===== src/rtl/tl_tx_tlp_builder.sv =====
// TLP builder: gathers one DMA request (MRd or MWr with up to 8 payload DWs)
// and emits a 4-DW 64-bit-address header beat plus 128-bit payload beats.
module tl_tx_tlp_builder #(
    parameter logic [15:0] REQ_ID = 16'h0100
) (
    input  logic         clk,
    input  logic         rst,
    input  logic         s_tvalid,
    output logic         s_tready,
    input  logic         s_tlast,
    input  logic [95:0]  s_tuser,
    input  logic [31:0]  s_tdata,
    output logic         m_tvalid,
    input  logic         m_tready,
    output logic         m_tlast,
    output logic [127:0] m_tdata,
    output logic [3:0]   m_tkeep,
    output logic         err,
    output logic         busy,
    output logic [7:0]   tag_cnt
);

    localparam logic [2:0] OP_MRD = 3'b001;
    localparam logic [2:0] OP_MWR = 3'b010;

    typedef enum logic [2:0] {IDLE, COLLECT, DROP, HEADER, PAYLOAD} state_t;

    state_t       state;
    logic [63:0]  addr;
    logic         is_wr;
    logic [3:0]   len;
    logic [2:0]   beat_cnt;
    logic [31:0]  pbuf [8];

    // First-beat request fields
    logic [63:0]  in_addr;
    logic [2:0]   in_op;
    logic [7:0]   in_len;
    logic         in_valid;

    // Next payload beat (beat 1 when already in PAYLOAD, else beat 0)
    logic         pay_hi;
    logic [127:0] pay_data;
    logic [3:0]   pay_keep;
    logic         pay_last;

    assign in_addr  = s_tuser[95:32];
    assign in_op    = s_tuser[31:29];
    assign in_len   = s_tuser[7:0];
    assign in_valid = ((in_op == OP_MRD) || (in_op == OP_MWR)) &&
                      (in_len != 8'd0) && (in_len <= 8'd8);

    assign s_tready = (state == IDLE) || (state == COLLECT) || (state == DROP);
    assign busy     = (state != IDLE);
    assign pay_hi   = (state == PAYLOAD);

    function automatic logic [127:0] build_hdr(input logic wr, input logic [3:0] l,
                                               input logic [63:0] a, input logic [7:0] tag);
        logic [31:0] dw0, dw1;
        dw0 = {(wr ? 3'b011 : 3'b001), 5'b00000, 14'b0, 6'b0, l};
        dw1 = {REQ_ID, (wr ? 8'h00 : tag), ((l == 4'd1) ? 4'h0 : 4'hF), 4'hF};
        return {a[31:2], 2'b00, a[63:32], dw1, dw0};
    endfunction

    // Select the slots of the next payload beat, zeroing DWs past the length
    always_comb begin
        pay_data = '0;
        pay_keep = '0;
        for (int i = 0; i < 4; i++) begin
            if ({1'b0, pay_hi, 2'(i)} < len) begin
                pay_keep[i]          = 1'b1;
                pay_data[32*i +: 32] = pbuf[{pay_hi, 2'(i)}];
            end
        end
        pay_last = pay_hi || (len <= 4'd4);
    end

    // Request collection, tlast checking and registered TLP output
    always_ff @(posedge clk) begin
        if (rst) begin
            state    <= IDLE;
            tag_cnt  <= 8'h00;
            m_tvalid <= 1'b0;
            m_tlast  <= 1'b0;
            m_tdata  <= '0;
            m_tkeep  <= '0;
            err      <= 1'b0;
            addr     <= '0;
            is_wr    <= 1'b0;
            len      <= '0;
            beat_cnt <= '0;
            for (int i = 0; i < 8; i++) pbuf[i] <= '0;
        end else begin
            err <= 1'b0;
            unique case (state)
                IDLE: begin
                    if (s_tvalid) begin
                        if (!in_valid) begin
                            err   <= 1'b1;
                            state <= s_tlast ? IDLE : DROP;
                        end else begin
                            addr     <= in_addr;
                            is_wr    <= (in_op == OP_MWR);
                            len      <= in_len[3:0];
                            pbuf[0]  <= s_tdata;
                            beat_cnt <= 3'd1;
                            if (in_op == OP_MRD) begin
                                state    <= HEADER;
                                m_tvalid <= 1'b1;
                                m_tdata  <= build_hdr(1'b0, in_len[3:0], in_addr, tag_cnt);
                                m_tkeep  <= 4'hF;
                                m_tlast  <= 1'b1;
                            end else if (in_len == 8'd1) begin
                                if (s_tlast) begin
                                    state    <= HEADER;
                                    m_tvalid <= 1'b1;
                                    m_tdata  <= build_hdr(1'b1, 4'd1, in_addr, 8'h00);
                                    m_tkeep  <= 4'hF;
                                    m_tlast  <= 1'b0;
                                end else begin
                                    err   <= 1'b1;
                                    state <= DROP;
                                end
                            end else if (s_tlast) begin
                                err   <= 1'b1;
                                state <= IDLE;
                            end else begin
                                state <= COLLECT;
                            end
                        end
                    end
                end
                COLLECT: begin
                    if (s_tvalid) begin
                        pbuf[beat_cnt] <= s_tdata;
                        beat_cnt       <= beat_cnt + 3'd1;
                        if ({1'b0, beat_cnt} == len - 4'd1) begin
                            if (s_tlast) begin
                                state    <= HEADER;
                                m_tvalid <= 1'b1;
                                m_tdata  <= build_hdr(1'b1, len, addr, 8'h00);
                                m_tkeep  <= 4'hF;
                                m_tlast  <= 1'b0;
                            end else begin
                                err   <= 1'b1;
                                state <= DROP;
                            end
                        end else if (s_tlast) begin
                            err   <= 1'b1;
                            state <= IDLE;
                        end
                    end
                end
                DROP: begin
                    if (s_tvalid && s_tlast) state <= IDLE;
                end
                HEADER: begin
                    if (m_tready) begin
                        if (!is_wr) begin
                            m_tvalid <= 1'b0;
                            m_tlast  <= 1'b0;
                            tag_cnt  <= tag_cnt + 8'd1;
                            state    <= IDLE;
                        end else begin
                            m_tdata <= pay_data;
                            m_tkeep <= pay_keep;
                            m_tlast <= pay_last;
                            state   <= PAYLOAD;
                        end
                    end
                end
                PAYLOAD: begin
                    if (m_tready) begin
                        if (m_tlast) begin
                            m_tvalid <= 1'b0;
                            m_tlast  <= 1'b0;
                            state    <= IDLE;
                        end else begin
                            m_tdata <= pay_data;
                            m_tkeep <= pay_keep;
                            m_tlast <= pay_last;
                        end
                    end
                end
                default: state <= IDLE;
            endcase
        end
    end

endmodule

===== config.mk =====
export PLATFORM = sky130hd
export DESIGN_NAME = tl_tx_tlp_builder
export DESIGN_NICKNAME = d
export VERILOG_FILES = /design/src/rtl/tl_tx_tlp_builder.sv
export SDC_FILE = /design/constraint.sdc
export NUM_CORES = 1
export LEC_CHECK = 0
export BUFFER_PORTS_ARGS = -buffer_cell sky130_fd_sc_hd__buf_2
export CAP_MARGIN = 40
export CORE_MARGIN = 5
export CORE_UTILIZATION = 32
export DETAILED_ROUTE_END_ITERATION = 6
export MAX_ROUTING_LAYER = met4
export PLACE_DENSITY_LB_ADDON = 0.12
export SLEW_MARGIN = 0
export SYNTH_ARGS = -nofsm -noshare
export SYNTH_HDL_FRONTEND = slang
export SYNTH_SLANG_ARGS = --single-unit

===== constraint.sdc =====
create_clock -name clk -period 4.48 [get_ports clk]
set_input_delay 0 -clock clk [delete_from_list [all_inputs] [get_ports clk]]
set_output_delay 0 -clock clk [all_outputs]
set_load 0.02 [all_outputs]

==> out/results.ini <==
[worst_setup_path]
worst-path-max-fanout=60
critPathArrivalTime_ns=3.96
critical_path_required_ns=4.95
timing.critical_path.mode_cell=sky130_fd_sc_hd__nor3_1
cp-end-kind=flop
timing.critical_path.cells=nor3_1 -> inv_1 -> nor3_1 -> a21oi_4 -> buf_4 -> a32o_1 -> dlygate4sd3_1
path_buf_inv=3
timing.critical_path.max_delay_family=buffers and inverters
timing.critical_path.slowest_cell_delay_ns=0.61
worstSetupStartpointType=flop
crit_type=reg -> reg
crit_slowest_cell=sky130_fd_sc_hd__nor3_1

[synthesis]
dominantRegCellSynth=sky130_fd_sc_hd__edfxtp_1
synth-simple-area-share_pct=19.9
post-synth-top-area-fraction_pct=38.3
fraction_of_the_yosys_area_taken_by_sequential_cells_pct=59.8
async_reset_ff_share_pct=0
yosys.area.top_type=sky130_fd_sc_hd__edfxtp_1
synthesis.instances=1937
synthDistinctLibCells=63
post_synth_mux_area_share_pct=1.70
syn_nets=2079
ys_ff_latch=472
synth.area.top_cells=sky130_fd_sc_hd__edfxtp_1 38%, sky130_fd_sc_hd__dfxtp_1 22%, sky130_fd_sc_hd__and2_1 7.0%
synthesized_area_fraction_occupied_by_adder_cells_pct=0.560
syn-cell-area_um2=20100
yosysWarnings=0
postSynthAreaPerCell_um2=10.4
number_of_synthesized_flops_with_an_enable_pin=256
dominant_combinational_cell_family_by_area_after_synthesis=simple AND/OR/NAND/NOR gates
post_synth_xor_area_fraction_pct=0.729
synth_compound_area_share_pct=13.9

[layout]
most-common-layout-cells=287 x sky130_fd_sc_hd__nand2_1, 256 x sky130_fd_sc_hd__edfxtp_1, 253 x sky130_fd_sc_hd__buf_2
final_nets=2391
final-seq-area_um2=12000
fill_cells=6104
synthesis_to_layout_area_growth_pct=25.1
most_common_cell_after_layout_fill_and_taps_aside=sky130_fd_sc_hd__nand2_1
multi_input_area_um2=7490
fin_util_pct=40.6
final_area_um2=25100
layout-drive-gt1-share_pct=18.1

[clock_tree]
cts-root-to-sink-buffers=3
worst_skew_late_latency_ns=0.61
clkSlewWorstSetupHoldPaths_ns=0.06
tritoncts=yes
clock_tree.root_cell=sky130_fd_sc_hd__clkbuf_16
cts_max_level=2
cts_resized=0
numCtsBuffers=54
cts_sinks=472

[die]
io_pins=278
initial_core_util_pct=32.4
fp.coreArea_um2=61900
die_w_um=261
chipHeight_um=261
num_rows=91
fp.dieArea_um2=67900

[timing]
fin_crit_sh_pct=78.0
fmax_mhz=286
post-route-min-period_ns=3.49
final_worst_clock_skew_ns=0.0337
post-route-worst-setup-slack_ns=0.986
timing.setup.tns_ns=0
worst-slew-pin-transition_ns=0.980
timing.max_slew.rel_slack_pct=34.7
hold_viol_final=0
rsz0062_at_grt=false
finalSetupViolations=0
drv_slew=0

[place]
place_area_um2=22400
hpwl_mm=44.2
detailedPlace.worstSlack_ns=0.950
globalplace.congestion=0.813
io_buffers=254

[grt]
number_of_global_route_vias_before_repair=15118
grt_first_pass_wirelength_mm=99.6
grt_remaining_overflow=0
grt_max_degree=94
globalRouteTotalUtil_pct=20.0
grt_antenna_before_repair=11

[routing]
via_count=15536
route.detailed.wl_per_inst_um=21.5
drtIter0Drc=1093
postRouteWirelength_mm=67.5
per_cell_via_count_in_the_routed_design=4.96
drt_pre_antenna_iters=5
drc=0
route.antenna.remaining_nets=0

[pwr]
p_int_w=0.00736
comb_power_share_pct=7.9
power.density_nw_per_um2=385
vdd_drop_max_v=0.000284
p_seq_share_pct=48.8
switching_share_pct=24.0
fin_total_pwr_w=0.00969
leakage_power_nw=9.59
clock_power_share_pct=43.4
switching_power_w=0.00233

[min_path]
timing.hold.worst.class=in -> reg

[run_status]
status=finished, final reports clean

[job]
max_cap_violations=0

kinds of logic (layout without fill, tap and decap cells):
kind of cell | count (synthesis) | after routing
XOR/XNOR | 15 | 15
AO/OA/AOI/OAI | 426 | 426
other | 0 | 6
multiplexers | 34 | 34
adder cells (fa/ha/maj) | 9 | 9
flip-flops | 472 | 472
AND/OR/NAND/NOR | 820 | 820
buffers and inverters | 161 | 515
worst min-delay path, delay by kind of cell:
family | cells | cell delay, ns
and+or+nand+nor | 3 | 0.39
buffers and inverters | 1 | 0.07
AOI/OAI and AO/OA | 2 | 0.17
area by class of cell:
type | count | area share (%)
antenna | 6 | 0.0597
sequential | 472 | 47.8
clock inverter | 19 | 0.562
tap | 837 | 4.17
multi-input combinational | 1304 | 29.8
timing repair buffer | 406 | 11.4
clock buffer | 79 | 6.09
inverter | 11 | 0.174
through the flow:
step | hold slack, ns | instances
2_1_floorplan | 0.133 | 1937
3_3_place_gp | 0.236 | 2917
3_5_place_dp | 0.235 | 2925
4_1_cts | 0.0678 | 3128
5_1_grt | 0.139 | 3134
6_report | 0.0983 | 3134
sequential cells by signal (all words and copies together), names as in the netlist, 3 cells and up:
signal / cells
tag_cnt: 8
state: 3
beat_cnt: 3
addr: 62
m_tdata: 128
len: 4
pbuf: 256
m_tkeep: 4
Yosys cell counts (3+ instances only):
library cell                 n
sky130_fd_sc_hd__a211oi_1   45
sky130_fd_sc_hd__a21o_1      8
sky130_fd_sc_hd__a21oi_1   192
sky130_fd_sc_hd__a221oi_1   33
sky130_fd_sc_hd__a22o_1     69
sky130_fd_sc_hd__a311oi_1    6
sky130_fd_sc_hd__a31oi_1     5
sky130_fd_sc_hd__and2_1    224
sky130_fd_sc_hd__buf_1       7
sky130_fd_sc_hd__buf_2      31
sky130_fd_sc_hd__buf_4       7
sky130_fd_sc_hd__clkbuf_1  103
sky130_fd_sc_hd__dfxtp_1   216
sky130_fd_sc_hd__edfxtp_1  256
sky130_fd_sc_hd__ha_1        9
sky130_fd_sc_hd__inv_1      10
sky130_fd_sc_hd__mux2i_1    33
sky130_fd_sc_hd__nand2_1   287
sky130_fd_sc_hd__nand2b_1    3
sky130_fd_sc_hd__nand3_1     3
sky130_fd_sc_hd__nand4_1     3
sky130_fd_sc_hd__nor2_1    173
sky130_fd_sc_hd__nor2b_1    36
sky130_fd_sc_hd__nor3_1     45
sky130_fd_sc_hd__nor3_2     11
sky130_fd_sc_hd__nor3b_1     7
sky130_fd_sc_hd__o211ai_1    4
sky130_fd_sc_hd__o21ai_0    11
sky130_fd_sc_hd__o22ai_1    33
sky130_fd_sc_hd__or2_2       7
sky130_fd_sc_hd__or3_1       7
sky130_fd_sc_hd__xnor2_1     6
sky130_fd_sc_hd__xor2_1      8
per-layer routing:
metal / up-vias / routed length (um) / track usage, %
li1: 7474 / - / -
met2: 435 / 31900 / 31.5
met5: - / 0 / -
met4: 0 / 1150 / 3.99
met1: 7543 / 30300 / 27.4
met3: 84 / 4140 / 3.48
path summary, 6_finish.rpt:
kind / cells after the start / endpoint / from / slack, ns
min reg2reg: 2 / m_tdata[58] / m_tdata[58] / 0.45
max reg2reg: 7 / is_wr / state[2] / 0.99
max: 7 / is_wr / state[2] / 0.99
min: 6 / err / s_tuser[6] / 0.1
power groups by stage:
stage / Combinational [W] / Sequential [W] / Clock (W)
4_1_cts: 0.000771 / 0.00472 / 0.00431
2_1_floorplan: 0.000342 / 0.00484 / 0
3_3_place_gp: 0.000671 / 0.00482 / 0
6_report: 0.000761 / 0.00472 / 0.00420
5_1_grt: 0.000829 / 0.00474 / 0.00448
3_5_place_dp: 0.000696 / 0.00482 / 0
what timing repair did:
action                                 4_1_cts  5_1_grt
setup endpoints to repair                    0        0
endpoints found under the hold margin      402        0
setup buffers                                0        0
hold buffers                               105        0
Note: power is estimated with default switching activity, not from simulation.
